`config.mk`:
```
export PLATFORM = sky130hd
export DESIGN_NAME = ex_div_seq
export DESIGN_NICKNAME = d
export VERILOG_FILES = /design/src/rtl/ex_div_seq.sv
export SDC_FILE = /design/constraint.sdc
export NUM_CORES = 1
export LEC_CHECK = 0
export ABC_AREA = 0
export ABC_CLOCK_PERIOD_IN_PS = 6450
export BUFFER_PORTS_ARGS = -buffer_cell sky130_fd_sc_hd__buf_2
export CELL_PAD_IN_SITES_DETAIL_PLACEMENT = 1
export CELL_PAD_IN_SITES_GLOBAL_PLACEMENT = 1
export CORE_UTILIZATION = 45
export DETAILED_ROUTE_END_ITERATION = 8
export GPL_TIMING_DRIVEN = 0
export PLACE_DENSITY = 0.81
export SETUP_SLACK_MARGIN = 0.1
export SKIP_CTS_REPAIR_TIMING = 1
export SLEW_MARGIN = 0
export SYNTH_ARGS = -nofsm -noshare
export SYNTH_HDL_FRONTEND = slang
export SYNTH_SLANG_ARGS = --single-unit
```
`constraint.sdc`:
```
create_clock -name clk -period 6.45 [get_ports clk]
set_input_delay 1.6125 -clock clk [delete_from_list [all_inputs] [get_ports clk]]
set_output_delay 1.6125 -clock clk [all_outputs]
set_load 0.01 [all_outputs]
```
`src/rtl/ex_div_seq.sv`:
```
// Multi-cycle RV32M divide/remainder sequencer sitting beside the ex stage.
// Restoring radix-2 divider that retires one quotient bit per cycle. While busy it holds the
// pipeline through stall_req. The result, rd and write enable come out for a single cycle.
module ex_div_seq #(
  parameter int unsigned XLEN = 32
) (
  input  logic            clk,
  input  logic            rst,
  input  logic            start,
  input  logic            annul,
  input  logic [1:0]      op,
  input  logic [XLEN-1:0] opv1,
  input  logic [XLEN-1:0] opv2,
  input  logic [4:0]      waddr_i,
  input  logic            we_i,
  output logic            stall_req,
  output logic            done,
  output logic [XLEN-1:0] wdata,
  output logic [4:0]      waddr_o,
  output logic            we_o
);

  localparam int unsigned CW = $clog2(XLEN + 1);

  typedef enum logic [1:0] {StIdle, StRun, StDone} state_e;

  state_e          state_q;
  logic [1:0]      op_q;
  logic [XLEN-1:0] dvd_q;     // dividend magnitude; quotient bits shift in at the LSB
  logic [XLEN-1:0] dvs_q;     // divisor magnitude
  logic [XLEN-1:0] rem_q;     // partial remainder, always < divisor after restore
  logic [CW-1:0]   cnt_q;
  logic            neg_quo_q;
  logic            neg_rem_q;
  logic            we_q;

  logic            is_signed;
  logic            div_zero;
  logic            ovf;
  logic [XLEN-1:0] abs1;
  logic [XLEN-1:0] abs2;
  logic [XLEN-1:0] spec_res;
  logic [XLEN:0]   rem_sh;
  logic [XLEN:0]   diff;
  logic            q_bit;
  logic [XLEN-1:0] rem_nx;
  logic [XLEN-1:0] quo_nx;
  logic [XLEN-1:0] res_quo;
  logic [XLEN-1:0] res_rem;
  logic [XLEN-1:0] result;

  // Operand decode at start: magnitudes and the two cases answered without iterating.
  always_comb begin
    is_signed = ~op[0];
    div_zero  = (opv2 == '0);
    ovf       = is_signed && (opv1 == {1'b1, {(XLEN-1){1'b0}}}) && (opv2 == '1);
    // Negating INT_MIN yields the same bit pattern, which is the correct unsigned magnitude.
    abs1      = (is_signed && opv1[XLEN-1]) ? -opv1 : opv1;
    abs2      = (is_signed && opv2[XLEN-1]) ? -opv2 : opv2;
    if (div_zero) begin
      spec_res = op[1] ? opv1 : '1;
    end else begin
      spec_res = op[1] ? '0 : {1'b1, {(XLEN-1){1'b0}}};
    end
  end

  // One restoring step plus the sign-corrected result of that step (used on the last one).
  always_comb begin
    rem_sh  = {rem_q, dvd_q[XLEN-1]};
    diff    = rem_sh - {1'b0, dvs_q};
    q_bit   = ~diff[XLEN];
    rem_nx  = q_bit ? diff[XLEN-1:0] : rem_sh[XLEN-1:0];
    quo_nx  = {dvd_q[XLEN-2:0], q_bit};
    res_quo = neg_quo_q ? -quo_nx : quo_nx;
    res_rem = neg_rem_q ? -rem_nx : rem_nx;
    result  = op_q[1] ? res_rem : res_quo;
  end

  // Freeze the pipeline from the accepting cycle until the result is registered.
  always_comb begin
    stall_req = ((state_q == StIdle) && start && !annul) || (state_q == StRun);
  end

  // Sequencer with registered outputs; done and we_o default low every cycle.
  always_ff @(posedge clk or posedge rst) begin
    if (rst) begin
      state_q   <= StIdle;
      op_q      <= '0;
      dvd_q     <= '0;
      dvs_q     <= '0;
      rem_q     <= '0;
      cnt_q     <= '0;
      neg_quo_q <= 1'b0;
      neg_rem_q <= 1'b0;
      we_q      <= 1'b0;
      done      <= 1'b0;
      wdata     <= '0;
      waddr_o   <= '0;
      we_o      <= 1'b0;
    end else begin
      done <= 1'b0;
      we_o <= 1'b0;
      unique case (state_q)
        StIdle: begin
          if (start && !annul) begin
            op_q    <= op;
            we_q    <= we_i;
            waddr_o <= waddr_i;
            cnt_q   <= CW'(XLEN);
            if (div_zero || ovf) begin
              state_q <= StDone;
              done    <= 1'b1;
              we_o    <= we_i;
              wdata   <= spec_res;
            end else begin
              state_q   <= StRun;
              dvd_q     <= abs1;
              dvs_q     <= abs2;
              rem_q     <= '0;
              neg_quo_q <= is_signed && (opv1[XLEN-1] ^ opv2[XLEN-1]);
              neg_rem_q <= is_signed && opv1[XLEN-1];
            end
          end
        end
        StRun: begin
          if (annul) begin
            state_q <= StIdle;
          end else begin
            dvd_q <= quo_nx;
            rem_q <= rem_nx;
            cnt_q <= cnt_q - CW'(1);
            if (cnt_q == CW'(1)) begin
              state_q <= StDone;
              done    <= 1'b1;
              we_o    <= we_q;
              wdata   <= result;
            end
          end
        end
        StDone: begin
          state_q <= StIdle;
        end
        default: begin
          state_q <= StIdle;
        end
      endcase
    end
  end

endmodule
```
* Word-level counts from Yosys, hierarchy flattened
Cells that the tools add are included.
W data, S select, Z words.
** Word-level totals
- Register bits :: 148
- Latch bits :: 0
- RAM bits :: 0
- Memory bits (read-only) :: 0
- Input port bits :: 76
- Output and inout bits :: 40
- Logic and storage cells :: 93
- Memories kept :: 0
** Cells by class
- $add $sub $neg :: 6
- Multipliers :: 0
- Divide/modulo/power cells :: 0
- $lt $le $gt $ge :: 0
- Equal/unequal tests :: 10
- Shift operators :: 0
- Multiplexer cells :: 40
- Bitwise gates (word level) :: 4
- Reductions and logical operators :: 20
** Operator list (count)
- $mux W32 :: 19
- $pmux W32 S2 :: 3
- $neg A32 Y32 :: 4
- $eq A32 B32 Y1 const B :: 2
- $sub A33 B32 Y33 :: 1
- $logic_not A32 Y1 :: 1
- $mux W6 :: 2
- $pmux W6 S2 :: 1
- $logic_and A1 B1 Y1 :: 8
- $mux W1 :: 8
- $mux W2 :: 4
- $eq A6 B1 Y1 const B :: 1
- $ne A2 B1 Y1 const B :: 3
- $reduce_and A3 Y1 :: 2
- $sub A6 B1 Y6 const B :: 1
- $reduce_and A5 Y1 :: 1
- $ne A2 B2 Y1 const B :: 2
- $pmux W1 S2 :: 2
- $pmux W2 S2 :: 1
- $reduce_and A2 Y1 :: 2
- $reduce_and A4 Y1 :: 1
- $ne A3 B2 Y1 const B :: 1
- $not A1 Y1 :: 3
- $eq A2 B1 Y1 const B :: 1
- other kinds (5) :: 6

* Depth between registers and ports, before layout
- Depth after elaboration :: 8
- Gate-level depth with buffers :: 24
- Depth with buffers taken out :: 21

* Least setup slack after synthesis
No wires, ideal clock.
- Kind :: register to register
- Start point :: register dvd_q[31]
- End point :: register wdata[28]
- Library setup time :: 0.135 ns
- Arrival time :: 4.836 ns
- Required time :: 6.315 ns
- Path slack :: 1.479 ns
- Cell stages (with the launch flop) :: 25
- Buffers on the path :: 3
- Period minus slack after synthesis :: 4.971 ns
- Cells stage by stage :: dfrtp_1 > inv_1 > ha_1 > fa_1 > nor2b_1 > o31ai_1 > a31oi_1 > a31o_2 > a21oi_1 > xnor2_1 > inv_1 > buf_2 > buf_1 > buf_1 > nor2_1 > a21oi_1 > ha_1 > nand2_1 > nor2_1 > and3_1 > o211ai_1 > or4b_1 > o21ai_0 > xnor2_1 > a21oi_1
** On the way
- Cells in the longest elaborated chain, start to end :: 8
- Elaborated cells between the ends (all ways) :: 11
- Those cells by class :: add/sub: 3; mux: 7; bitwise: 1
** RTL lines
- from (decl) :: line 29 : logic [XLEN-1:0] dvd_q;
- from (signal assigned) :: line 117 : dvd_q <= abs1;
- from (signal assigned) :: line 129 : dvd_q <= quo_nx;
- $sub A33 B32 Y33 :: line 70 : diff = rem_sh - {1'b0, dvs_q};
- $mux W32 / $not A1 Y1 (equally long branches) :: line 72, 71
- $neg A32 Y32 (on tied branches) :: line 75, 74
- $mux W32 (on tied branches) :: line 75, 74
- $mux W32 (*) :: line 76 : result = op_q[1] ? res_rem : res_quo;
- $mux W32 (*) :: line 132 : if (cnt_q == CW'(1)) begin
- $mux W32 (*) :: line 126 : if (annul) begin
- $pmux W32 S2 (*) :: line 103 : unique case (state_q)
- to (signal assigned) :: line 114 : wdata <= spec_res;
- to (signal assigned) :: line 136 : wdata <= result;
- to (decl) :: line 18 : output logic [XLEN-1:0] wdata,
Every way passes the cells marked *; elsewhere a longest branch is shown, timed or not. The select of a mux whose other input is x is not followed.
A chain may end at the register's enable or synchronous reset.

* Worst setup path after layout
- Start point :: input opv1[24]
- End point :: register rem_q[0]
** On the way
- Cells in the longest elaborated chain, start to end :: 6
** RTL lines
- from (decl) :: line 12 : input logic [XLEN-1:0] opv1,
- $eq A32 B32 Y1 :: line 56 : ovf = is_signed && (opv1 == {1'b1, {(XLEN-1){1'b0}}}) && (opv2 == '1);
- $logic_and A1 B1 Y1 (2 in a row) :: line 56
- $logic_or A1 B1 Y1 :: line 110 : if (div_zero || ovf) begin
- $ne A2 B2 Y1 (no line)
- $reduce_and A4 Y1 (no line)
- to (signal assigned) :: line 130 : rem_q <= rem_nx;
- to (decl) :: line 31 : logic [XLEN-1:0] rem_q;
No other way between the ends.

==> metrics <==
Antenna Diode Count=0; number of remaining DRC errors=0; kind of launch point of the worst setup path=input port; clock-pin slew of the registers on the worst-case setup and hold paths=about 60 ps; number of global-route vias before repair=roughly 13,000; Hold Crit Start=wdata[11]; initial standard-cell utilization of the core=46.26%; routability congestion estimate from global placement=a little over 0.9; number of different library cells in the post-synthesis netlist=75; number of nets at the end of the flow=~1,800; class of the tightest hold or removal check=reg2reg; Worst Setup End Kind=register; Final period util=a little over nine tenths; Leakage Power=~5.7 nW; post-DP HPWL=between 30,000 and 40,000 um; number of sinks handled by clock tree synthesis=~150; total global routing overflow=0; post-detailed-route count of antenna-violating nets=0; slew at the pin closest to its max-slew limit=1335 ps; Power per Cell Area=around 280 mW/mm2; EDFF count, synth=0; source-to-sink clock delay at the later pin of the worst-skew pair=approximately 450 ps; Fillers=around 3,200; setup tns final=0 ps; source of the worst register-to-register timing path=dvd_q[31]; slack of the critical path=about 100 ps; Die Y-Extent=163.4 um; Final Cell Area=between 0.01 and 0.015 mm2; clock tree from TritonCTS=yes; synthesized instance count=1,538; Yosys warning count=0; Avg Cell Area, Syn=~7.6 um2; maximum fanout encountered on the critical timing path=10; Worst Setup Path Type=in2reg; multi-input combinational cell area=0.007497 mm2; area of placed instances=0.01273 mm2; overall fraction of global-route tracks in use=between 30% and 40%; worst hold slack after final layout=about 470 ps; ys flop type=dfrtp_1; post-synth design cell area=0.01171 mm2; post-layout minimum cycle time=6350 ps; via count=12,680; maximum achievable frequency=157.5 MHz; number of hold-slack violations in the final timing report=0; required time at the endpoint of the critical path=about 6800 ps; die width=163.4 um; setup slack at placement=-322.4 ps; Die ar.=roughly 0.027 mm2; count of routing violations after the opening detailed-route iteration=1,122; Reg area=roughly 0.0037 mm2; routed wire length=around 46,000 um; max-cap viol count=0; RSZ-0062 raised after global routing=no; buffers from clock root to sink, at most=2; Slew Limit Fails=0; area added between synthesis and finish=14.03%; 1st-pass router iterations=5; std cell rows=58; data arrival at the endpoint of the critical path=between 6000 and 7000 ps; post-synthesis sequential area ratio=between 30% and 40%; Worst setup startpoint=opv1[24]; count of buffers inserted at the top-level ports=about 110; buffer type at the clock tree root=clkbuf_16; Post-Route Skew=~19 ps; placeable core region=roughly 0.025 mm2; register bit total from synthesis=about 150; Vias/cell=between 6 and 7; number of levels in the clock H-tree=4; highest ir drop seen on vdd=about 170 uV; initial antenna violation count=0; Post-synth ARST share=100.0%; pin count of the biggest net entering global routing=85; share of layout cells above drive strength 1=roughly 11%; outcome=finished, final reports clean; boundary pin count=between 100 and 150; count of final setup violators=0; Post-Syn Nets=between 1,500 and 2,000; Avg WL per Cell=about 23 um; headroom to the max-slew limit=10.18%; TritonCTS Buffers=17; wire length of the first global-routing pass=71,720 um
## kinds of logic (layout without fill, tap and decap cells)
group           Yosys count  count (layout)  share of synthesized area, %
simple gates            544             544                         22.10
buf+inv                 142             286                         4.721
flops                   147             147                         31.40
xor+xnor                132             132                         9.869
mux                      27              27                         2.360
fa+ha+maj                40              40                         4.336
compound gates          506             506                         25.22
## registers in the layout, summed over array words and instances (netlist names)
| register | count |
|---|---|
| cnt_q | 6 |
| done | 1 |
| dvd_q | 32 |
| dvs_q | 32 |
| neg_quo_q | 1 |
| neg_rem_q | 1 |
| op_q | 1 |
| rem_q | 32 |
| state_q | 2 |
| waddr_o | 5 |
| wdata | 32 |
| we_o | 1 |
| we_q | 1 |
## cells in the final DEF, fill, tap and decap left out, types with 6 or more instances in the layout
cell type	count
o31ai_1	28
or3_1	21
a31oi_1	20
nor3_1	41
o21a_1	9
nor2_1	138
nor4_1	13
o41ai_1	11
xnor2_1	78
ha_1	39
o21ai_0	199
clkbuf_1	64
inv_1	61
dfrtp_1	147
clkbuf_16	17
o21bai_1	6
o211ai_1	18
nand2b_1	17
a21oi_1	156
and2_1	10
and3_1	13
or2_2	7
nand3_1	18
nand4_1	16
mux2i_1	22
nor2b_1	9
a21o_1	9
buf_2	119
xor2_1	53
nor3b_1	6
or4_1	13
a211oi_1	11
nand2_1	200
o221ai_1	8
## worst max-delay path: stages
cell and delay (ps):
buf_2 140, nor3_1 240, nand2b_1 160, nor4_1 1030, nand4_1 600, nor4_1 650
nor2_2 140, a21oi_1 160, nand2b_1 120, clkbuf_1 430, clkbuf_1 590, clkbuf_1 590
nand2_1 120, o21ai_0 110
## Yosys cell counts (8+ instances only)
master,instances,area (um2)
nor2b_1,9,56.30
xor2_1,53,464.2
nand4_1,16,100.1
a21o_1,9,67.56
o41ai_1,11,96.34
mux2i_1,22,220.2
nor4_1,13,81.33
inv_1,62,232.7
o21a_1,9,67.56
o21ai_0,199,996.0
nand3_1,18,90.09
or3_1,21,131.4
nand2b_1,17,106.4
o31ai_1,28,210.2
nor3_1,41,205.2
a211oi_1,11,82.58
ha_1,39,488.0
clkbuf_1,64,240.2
nand2_1,200,750.7
and2_1,10,62.56
a31oi_1,21,131.4
o221ai_1,8,70.07
or4_1,13,97.59
o211ai_1,18,135.1
xnor2_1,79,691.9
a21oi_1,156,780.8
dfrtp_1,147,3679
nor2_1,138,518.0
and3_1,13,81.33
## power by group
group / internal (mW) / switching (mW) / total, mW
clock: 0.631 / 0.443 / 1.07
combinational: 0.508 / 0.891 / 1.40
sequential: 1.11 / 0.196 / 1.31
total: 2.25 / 1.53 / 3.78
## per-layer routing
metal | GRT usage, % | part of all wire (%) | vias to the layer above
li1 | - | - | 5745
met1 | 47.95 | 44 | 6374
met2 | 55.22 | 46 | 458
met3 | 6.247 | 6.6 | 101
met4 | 13.81 | 3.6 | 0
met5 | 0 | 0 | -
## area by class of cell
cell class	instances	share of cell area, %
multi-input combinational	1249	56.12
inverter	63	1.808
clock buffer	20	3.419
clock inverter	11	1.143
timing repair buffer	114	4.439
sequential	147	27.54
buffer	78	2.444
tap	330	3.091
## worst paths after layout
path                       slack, ps   endpoint  depth (start not counted)
max in group asynchronous       4340  rem_q[23]                          3
hold reg to reg                  470  wdata[11]                          2
setup / recovery                 100   rem_q[0]                         14
hold / removal                   470  wdata[11]                          2
min in group asynchronous       1240   wdata[7]                          2
setup reg to reg                 450  wdata[30]                         22
## stage by stage
stage | total power [mW] | std cells | util (%)
after floorplan | 2.178 | 1538 | -
after global placement | 2.616 | 1981 | 50.12
after detailed placement | 2.678 | 1982 | 50.25
after CTS | 3.752 | 2013 | 52.65
after global routing | 3.976 | 2012 | 52.75
final | 3.782 | 2012 | 52.75
Note: power is estimated with default switching activity, not from simulation.
